[config.mk]
export PLATFORM = sky130hd
export DESIGN_NAME = warmboot_sequencer_flat
export DESIGN_NICKNAME = d
export VERILOG_FILES = /design/src/rtl/warmboot_pkg.sv /design/src/rtl/warmboot_sequencer_if.sv /design/src/rtl/wb_timeout_counter.sv /design/src/rtl/warmboot_sequencer.sv /design/src/flat_wrapper.sv
export SDC_FILE = /design/constraint.sdc
export NUM_CORES = 1
export LEC_CHECK = 0
export ABC_AREA = 1
export BUFFER_PORTS_ARGS = -buffer_cell sky130_fd_sc_hd__buf_4
export CORE_ASPECT_RATIO = 0.5
export CORE_MARGIN = 2
export CORE_UTILIZATION = 35
export DETAILED_ROUTE_END_ITERATION = 8
export MAX_ROUTING_LAYER = met4
export PLACE_DENSITY = 0.49
export SLEW_MARGIN = 5
export SYNTH_ARGS = -nofsm -noshare
export SYNTH_HDL_FRONTEND = slang
export SYNTH_SLANG_ARGS = --single-unit
[constraint.sdc]
create_clock -name clk -period 2.4 [get_ports clk]
set_clock_uncertainty 0.1 [all_clocks]
set_input_delay 0.12 -clock clk [delete_from_list [all_inputs] [get_ports clk]]
set_output_delay 0.12 -clock clk [all_outputs]
set_load 0.01 [all_outputs]
[src/rtl/warmboot_pkg.sv]
// Shared types and constants for the SB_WARMBOOT sequencer.
// Latency: n/a (declarations only).
// Backpressure: n/a.
package warmboot_pkg;

  // Sequencer state encoding; HOLD is terminal until reset.
  typedef enum logic [1:0] {
    IDLE  = 2'd0,
    SETUP = 2'd1,
    FIRE  = 2'd2,
    HOLD  = 2'd3
  } wb_state_t;

  // SB_WARMBOOT addresses up to four images through S1/S0.
  localparam int IMG_W = 2;

  // One second of idle time at the 12 MHz board clock.
  localparam int TIMEOUT_12MHZ = 12_000_000;

  // Bits needed to count 0 .. n-1 (at least one bit).
  function automatic int cnt_width(input int n);
    return (n < 2) ? 1 : $clog2(n);
  endfunction

endpackage

[src/rtl/warmboot_sequencer_if.sv]
// Boot request/ack bus between the bootloader core and the sequencer.
// Latency: n/a (wires only); the sequencer answers a request one cycle later.
// Backpressure: none; requests made while busy are dropped by the sequencer.
interface warmboot_sequencer_if;
  import warmboot_pkg::*;

  logic             boot_req;
  logic [IMG_W-1:0] boot_img;
  logic             boot_ack;
  logic             img_err;
  logic             busy;

  // Bootloader side: issues requests, observes the response.
  modport master (
    output boot_req,
    output boot_img,
    input  boot_ack,
    input  img_err,
    input  busy
  );

  // Sequencer side.
  modport slave (
    input  boot_req,
    input  boot_img,
    output boot_ack,
    output img_err,
    output busy
  );

endinterface

[src/rtl/wb_timeout_counter.sv]
// Loadable, clearable up-counter with a compare-to-limit expire strobe.
// Latency: expire is combinational from the current count and inc.
// Backpressure: none; the count stops at limit until cleared or loaded.
module wb_timeout_counter #(
  parameter int W = 24
) (
  input  logic         clk,
  input  logic         reset,
  input  logic         clear,
  input  logic         load,
  input  logic [W-1:0] load_val,
  input  logic         inc,
  input  logic [W-1:0] limit,
  output logic         expire
);

  logic [W-1:0] count;

  // Expire does not look at clear so callers can wrap by clearing on expire.
  assign expire = inc && (count == limit);

  // Count register: clear beats load beats increment; never passes limit.
  always_ff @(posedge clk) begin
    if (!reset) begin
      count <= '0;
    end else if (clear) begin
      count <= '0;
    end else if (load) begin
      count <= load_val;
    end else if (inc && (count != limit)) begin
      count <= count + W'(1);
    end
  end

endmodule

[src/rtl/warmboot_sequencer.sv]
// iCE40 SB_WARMBOOT controller: image select, req/ack, S1/S0 setup time, idle auto-boot.
// Latency: ack and S1/S0 one cycle after boot_req; wb_boot SETUP_CYCLES cycles after that.
// Backpressure: none; requests and activity while busy are ignored. Optional WARMBOOT_STATUS_LED_EN adds led.
module warmboot_sequencer
  import warmboot_pkg::*;
#(
  parameter int NUM_IMAGES     = 4,
  parameter int DEFAULT_IMAGE  = 1,
  parameter int TIMEOUT_CYCLES = TIMEOUT_12MHZ,
  parameter int SETUP_CYCLES   = 4,
  parameter int CNT_W          = 24
) (
  input  logic                 clk,
  input  logic                 reset,
  warmboot_sequencer_if.slave  bus,
  input  logic                 activity,
  input  logic                 timeout_en,
  output logic                 wb_s1,
  output logic                 wb_s0,
  output logic                 wb_boot
`ifdef WARMBOOT_STATUS_LED_EN
  ,
  output logic                 led
`endif
);

  localparam bit                TO_ENABLED = (TIMEOUT_CYCLES != 0);
  localparam logic [CNT_W-1:0]  TO_LIMIT   = TO_ENABLED ? CNT_W'(TIMEOUT_CYCLES - 1) : '0;
  localparam int                SC_W       = cnt_width(SETUP_CYCLES);
  localparam logic [SC_W-1:0]   SC_LIMIT   = SC_W'(SETUP_CYCLES - 1);
  localparam logic [IMG_W-1:0]  DEF_IMG    = IMG_W'(DEFAULT_IMAGE);

  wb_state_t        state_q, state_d;
  logic [IMG_W-1:0] img_q, img_d;
  logic             ack_d, err_d;
  logic             ack_q, err_q, busy_q, s1_q, s0_q, boot_q;
  logic             img_valid;
  logic             to_active, to_clear, to_inc, to_expire;
  logic             sc_clear, sc_inc, sc_expire;

  assign img_valid = (int'(bus.boot_img) < NUM_IMAGES);

  // Idle timeout runs only in IDLE; activity or disable restart it, a
  // rejected request freezes it for that cycle.
  assign to_active = (state_q == IDLE) && timeout_en && TO_ENABLED;
  assign to_clear  = !to_active || activity;
  assign to_inc    = to_active && !activity && !bus.boot_req;

  wb_timeout_counter #(.W(CNT_W)) u_timeout (
    .clk      (clk),
    .reset    (reset),
    .clear    (to_clear),
    .load     (1'b0),
    .load_val ('0),
    .inc      (to_inc),
    .limit    (TO_LIMIT),
    .expire   (to_expire)
  );

  // Same counter block times the S1/S0 setup window.
  assign sc_clear = (state_q != SETUP);
  assign sc_inc   = (state_q == SETUP);

  wb_timeout_counter #(.W(SC_W)) u_setup (
    .clk      (clk),
    .reset    (reset),
    .clear    (sc_clear),
    .load     (1'b0),
    .load_val ('0),
    .inc      (sc_inc),
    .limit    (SC_LIMIT),
    .expire   (sc_expire)
  );

  // Next state and image; a request in the expiry cycle wins over the timeout.
  always_comb begin
    state_d = state_q;
    img_d   = img_q;
    ack_d   = 1'b0;
    err_d   = 1'b0;
    unique case (state_q)
      IDLE: begin
        if (bus.boot_req) begin
          if (img_valid) begin
            img_d   = bus.boot_img;
            state_d = SETUP;
            ack_d   = 1'b1;
          end else begin
            err_d = 1'b1;
          end
        end else if (to_expire) begin
          img_d   = DEF_IMG;
          state_d = SETUP;
        end
      end
      SETUP: begin
        if (sc_expire) begin
          state_d = FIRE;
        end
      end
      FIRE: state_d = HOLD;
      HOLD: state_d = HOLD;
    endcase
  end

  // State and outputs registered from the next-state decode.
  always_ff @(posedge clk) begin
    if (!reset) begin
      state_q <= IDLE;
      img_q   <= '0;
      ack_q   <= 1'b0;
      err_q   <= 1'b0;
      busy_q  <= 1'b0;
      s1_q    <= 1'b0;
      s0_q    <= 1'b0;
      boot_q  <= 1'b0;
    end else begin
      state_q <= state_d;
      img_q   <= img_d;
      ack_q   <= ack_d;
      err_q   <= err_d;
      busy_q  <= (state_d != IDLE);
      s1_q    <= (state_d != IDLE) && img_d[1];
      s0_q    <= (state_d != IDLE) && img_d[0];
      boot_q  <= (state_d == FIRE) || (state_d == HOLD);
    end
  end

  assign bus.boot_ack = ack_q;
  assign bus.img_err  = err_q;
  assign bus.busy     = busy_q;
  assign wb_s1        = s1_q;
  assign wb_s0        = s0_q;
  assign wb_boot      = boot_q;

`ifdef WARMBOOT_STATUS_LED_EN
  localparam int               BLINK_CYCLES = ((TIMEOUT_CYCLES >> 4) < 1) ? 1 : (TIMEOUT_CYCLES >> 4);
  localparam logic [CNT_W-1:0] BL_LIMIT     = CNT_W'(BLINK_CYCLES - 1);

  logic bl_expire;
  logic led_q;

  // Blink period counter wraps on its own expire and restarts with the timeout.
  wb_timeout_counter #(.W(CNT_W)) u_blink (
    .clk      (clk),
    .reset    (reset),
    .clear    (to_clear || bl_expire),
    .load     (1'b0),
    .load_val ('0),
    .inc      (to_active && !activity),
    .limit    (BL_LIMIT),
    .expire   (bl_expire)
  );

  // Led: off once booting, steady on when no timeout is armed, else blinking.
  always_ff @(posedge clk) begin
    if (!reset) begin
      led_q <= 1'b0;
    end else if (state_d != IDLE) begin
      led_q <= 1'b0;
    end else if (!to_active) begin
      led_q <= 1'b1;
    end else if (activity) begin
      led_q <= 1'b0;
    end else if (bl_expire) begin
      led_q <= ~led_q;
    end
  end

  assign led = led_q;
`endif

endmodule

[src/flat_wrapper.sv]
// flat-port wrapper written by rule: the top's interface ports become plain ports
module warmboot_sequencer_flat import warmboot_pkg::*;
#(
  parameter int NUM_IMAGES     = 4,
  parameter int DEFAULT_IMAGE  = 1,
  parameter int TIMEOUT_CYCLES = TIMEOUT_12MHZ,
  parameter int SETUP_CYCLES   = 4,
  parameter int CNT_W          = 24
)
  (clk, reset, activity, timeout_en, wb_s1, wb_s0, wb_boot, bus_boot_req, bus_boot_img, bus_boot_ack, bus_img_err, bus_busy);
  warmboot_sequencer_if bus_i ();
  input  logic clk;
  input  logic reset;
  input  logic activity;
  input  logic timeout_en;
  output logic wb_s1;
  output logic wb_s0;
  output logic wb_boot;
  input wire logic [$bits(bus_i.boot_req)-1:0] bus_boot_req;
  input wire logic [$bits(bus_i.boot_img)-1:0] bus_boot_img;
  output wire logic [$bits(bus_i.boot_ack)-1:0] bus_boot_ack;
  output wire logic [$bits(bus_i.img_err)-1:0] bus_img_err;
  output wire logic [$bits(bus_i.busy)-1:0] bus_busy;
  assign bus_i.boot_req = bus_boot_req;
  assign bus_i.boot_img = bus_boot_img;
  assign bus_boot_ack = bus_i.boot_ack;
  assign bus_img_err = bus_i.img_err;
  assign bus_busy = bus_i.busy;
  warmboot_sequencer #(.NUM_IMAGES(NUM_IMAGES), .DEFAULT_IMAGE(DEFAULT_IMAGE), .TIMEOUT_CYCLES(TIMEOUT_CYCLES), .SETUP_CYCLES(SETUP_CYCLES), .CNT_W(CNT_W)) u_core (.clk(clk), .reset(reset), .bus(bus_i), .activity(activity), .timeout_en(timeout_en), .wb_s1(wb_s1), .wb_s0(wb_s0), .wb_boot(wb_boot));
endmodule
==> impl_results.md <==
* Number of antenna diodes at 0
* First-pass GRT wire length at 8.086 mm
* Final #Nets at 343
* Pin count of the biggest net entering global routing at 23
* Worst-case reg-to-reg path depth at 8
* Crit path required time at 2.46 ns
* Post-synth ARST share at 0%
* Max IR drop VDD at 230.9 uV
* Layout cells sized above 1 at 14.03%
* RSZ-0062 raised after global routing: no
* Synth Flop Type: dfxtp_1
* Minimum clock period at 2.023 ns
* WHS Endpoint: u_core.img_q[1]
* EDFF count, synth at 0
* TritonCTS clock tree: yes
* Cell taking the most area after synthesis: dfxtp_1
* Sequential area share after synthesis at 33.94%
* Min-Delay Path Depth at 3
* Port bufs at 11
* Flops & latches, synth at 35
* Clk sinks at 35
* Synth area leaders: dfxtp_1 34%, nand2_1 20%, nor2_1 9.1%, inv_1 6.5%, a21oi_2 5.9%
* Most frequent cell after synthesis: nand2_1
* Filler Cell Count at 571
* Max H-tree Level at 2
* Average wire per standard cell at 11.53 um
* Cell area after synthesis at 0.002064 mm^2
* Die width at 112.6 um
* Final setup viols at 0
* Clk root buf: clkbuf_16
* Warnings, synthesis at 0
* Post-Route Setup TNS at 0 ns
* GRT overflow at 0
* R2R Path Start: u_core.u_timeout.count[1]
* GRT Total Usage at 16.12%
* Syn avg cell area at 6.492 um^2
* Post-CTS Setup Inserts at 0
* Inserted Clock Buffers at 5
* PD cells at 546.9 mW/mm^2
* Status: finished, final reports clean
* Row Count at 19
* Yosys cell types at 31
* Slew Viols, Final at 0
* Final period util at 84.29%
* HP Start: bus_boot_img[1]
* Post-detailed-routing wire length at 4.704 mm
* Core Util, Final at 42.19%
* Share of Yosys cell area claimed by the top area cell type at 33.94%
* Die area at 0.006566 mm^2
* Vias in the first global route at 1738
* CP Capture Type: flop
* Post-synth net total at 327
* Worst-path clk slew at 0.06 ns
* Post-CTS sizing at 0
* Vias/cell at 4.618
* Via count at 1884
* Starting density of the core at 36.95%
* Hold WC Path Type: input port to flop
* Worst skew pair latency at 0.28 ns
* Worst Setup Path Type: flop to flop
* Detailed Place HPWL at 3.530 mm
* Startpoint Class: flop
* Routability cong. at 0.8652
* DRC viols at 0
* Pleak at 0.9038 nW
* Die height at 58.31 um
* Initial antenna violation count at 0
* Reg2Reg Capture Point: u_core.u_timeout.count[12]
* Final Hold Violating Endpoints at 0
* Core ar. at 0.005587 mm^2
* Peak Freq at 0.4943 GHz
* Area Overhead vs Synth at 14.18%
* Post-DRT Antenna Nets at 0
* Arr. time, crit path at 2.08 ns
* Iter 0 DRT Violations at 106
* Max Cap Viol at 0
* IO Pins at 13
* CTS Buffer Depth at 2
* Commonest cells post-synth: 112 x nand2_1, 50 x nor2_1, 36 x inv_1
* Worst R2R Setup Slack at 0.38 ns
* Mapped Cells at 318
* DR pass1 iterations at 4
* Crit path max fanout at 22
per-stage QoR:
step	total power, mW	std cells	worst slack, ns	hold slack [ns]	cell area (um^2)
finish	1.289	408	0.3771	0.05276	2357
global route	1.344	408	0.2473	0.07185	2357
CTS	1.304	408	0.3781	0.04829	2357
detailed placement	0.6686	399	0.3927	0.2653	2206
global placement	0.6689	399	0.4384	0.2572	2206
floorplan	0.6485	318	0.6818	0.1458	2064
flip-flops by register name, indices dropped and copies added, names as in the netlist:
register	flops
u_core.u_timeout.count	24
u_core.img_q	2
u_core.state_q	2
u_core.u_setup.count	2
u_core.bus.boot_ack	1
u_core.bus.busy	1
u_core.wb_boot	1
u_core.wb_s0	1
u_core.wb_s1	1
kinds of logic after synthesis:
logic type / count (synthesis) / share of synthesized area (%)
buffers and inverters: 45 / 9.879
AO/OA/AOI/OAI: 28 / 9.636
other: 1 / 0.1816
adder cells (fa/ha/maj): 2 / 1.212
XOR/XNOR: 12 / 5.091
AND/OR/NAND/NOR: 195 / 40.06
flip-flops: 35 / 33.94
report_power, final:
group          internal, mW  total [mW]  leakage, nW  switching, mW
Clock                 0.383       0.632       0.0669          0.249
Combinational        0.0251      0.0635        0.553         0.0384
Sequential            0.590       0.594        0.283        0.00358
critical path: stages, from the launching register on:
cell     delay (ns)
dfxtp_1        0.39
ha_1           0.28
nand3_2        0.19
nor2_4         0.22
nand3_4        0.14
nand2_4        0.25
inv_4          0.16
nand2_1        0.11
a21oi_2        0.05
cell type report:
type | instances | area, um^2 | area share, %
Timing Repair Buffer | 15 | 115.1 | 4.883
Clock inverter | 2 | 12.51 | 0.5308
Sequential cell | 35 | 700.7 | 29.72
Clock buffer | 6 | 128.9 | 5.467
Inverter | 39 | 148.9 | 6.316
Tap cell | 73 | 91.34 | 3.875
Multi-Input combinational cell | 238 | 1160 | 49.20
worst max-delay path by stage:
stage / cells after the start / to / from
floorplan: 9 / u_core.u_timeout.count[8] / u_core.u_timeout.count[1]
global placement: 8 / u_core.u_timeout.count[18] / u_core.u_timeout.count[1]
detailed placement: 8 / u_core.u_timeout.count[11] / u_core.u_timeout.count[1]
CTS: 8 / u_core.u_timeout.count[12] / u_core.u_timeout.count[1]
global route: 8 / u_core.u_timeout.count[12] / u_core.u_timeout.count[1]
finish: 8 / u_core.u_timeout.count[12] / u_core.u_timeout.count[1]
metal layers:
| metal | up-vias | wire (um) | track usage (%) |
|---|---|---|---|
| li1 | 1017 | - | - |
| met5 | - | 0 | - |
| met4 | 0 | 14 | 3.659 |
| met2 | 37 | 1889 | 24.21 |
| met3 | 2 | 230 | 3.913 |
| met1 | 828 | 2568 | 22.22 |
placed cells by master (no fill, tap or decap):
| cell | n |
|---|---|
| conb_1 | 1 |
| inv_1 | 36 |
| a31o_2 | 1 |
| nand2_1 | 112 |
| buf_4 | 14 |
| nor2_4 | 2 |
| a21oi_1 | 9 |
| nand3_2 | 1 |
| nand4_1 | 5 |
| or2_2 | 1 |
| xnor2_1 | 5 |
| dlygate4sd3_1 | 1 |
| clkinvlp_4 | 1 |
| nor3_2 | 1 |
| o211ai_1 | 1 |
| xor2_1 | 7 |
| nand2_4 | 1 |
| ha_1 | 2 |
| nor2_2 | 1 |
| a21oi_2 | 14 |
| clkbuf_16 | 5 |
| nor2_1 | 50 |
| clkbuf_1 | 1 |
| nor4_1 | 1 |
| inv_4 | 1 |
| dfxtp_1 | 35 |
| nor3_1 | 1 |
| nand3_1 | 17 |
| inv_2 | 2 |
| nand3b_1 | 1 |
| nand3_4 | 1 |
| o21ai_0 | 3 |
| clkinv_2 | 1 |
repair_timing:
| item | 4_1_cts | 5_1_grt |
|---|---|---|
| hold buffers | 1 | 0 |
| endpoints found under the hold margin | 1 | 0 |
| setup endpoints to repair | 0 | 0 |
No activity file was read; power rests on OpenSTA's default activity.
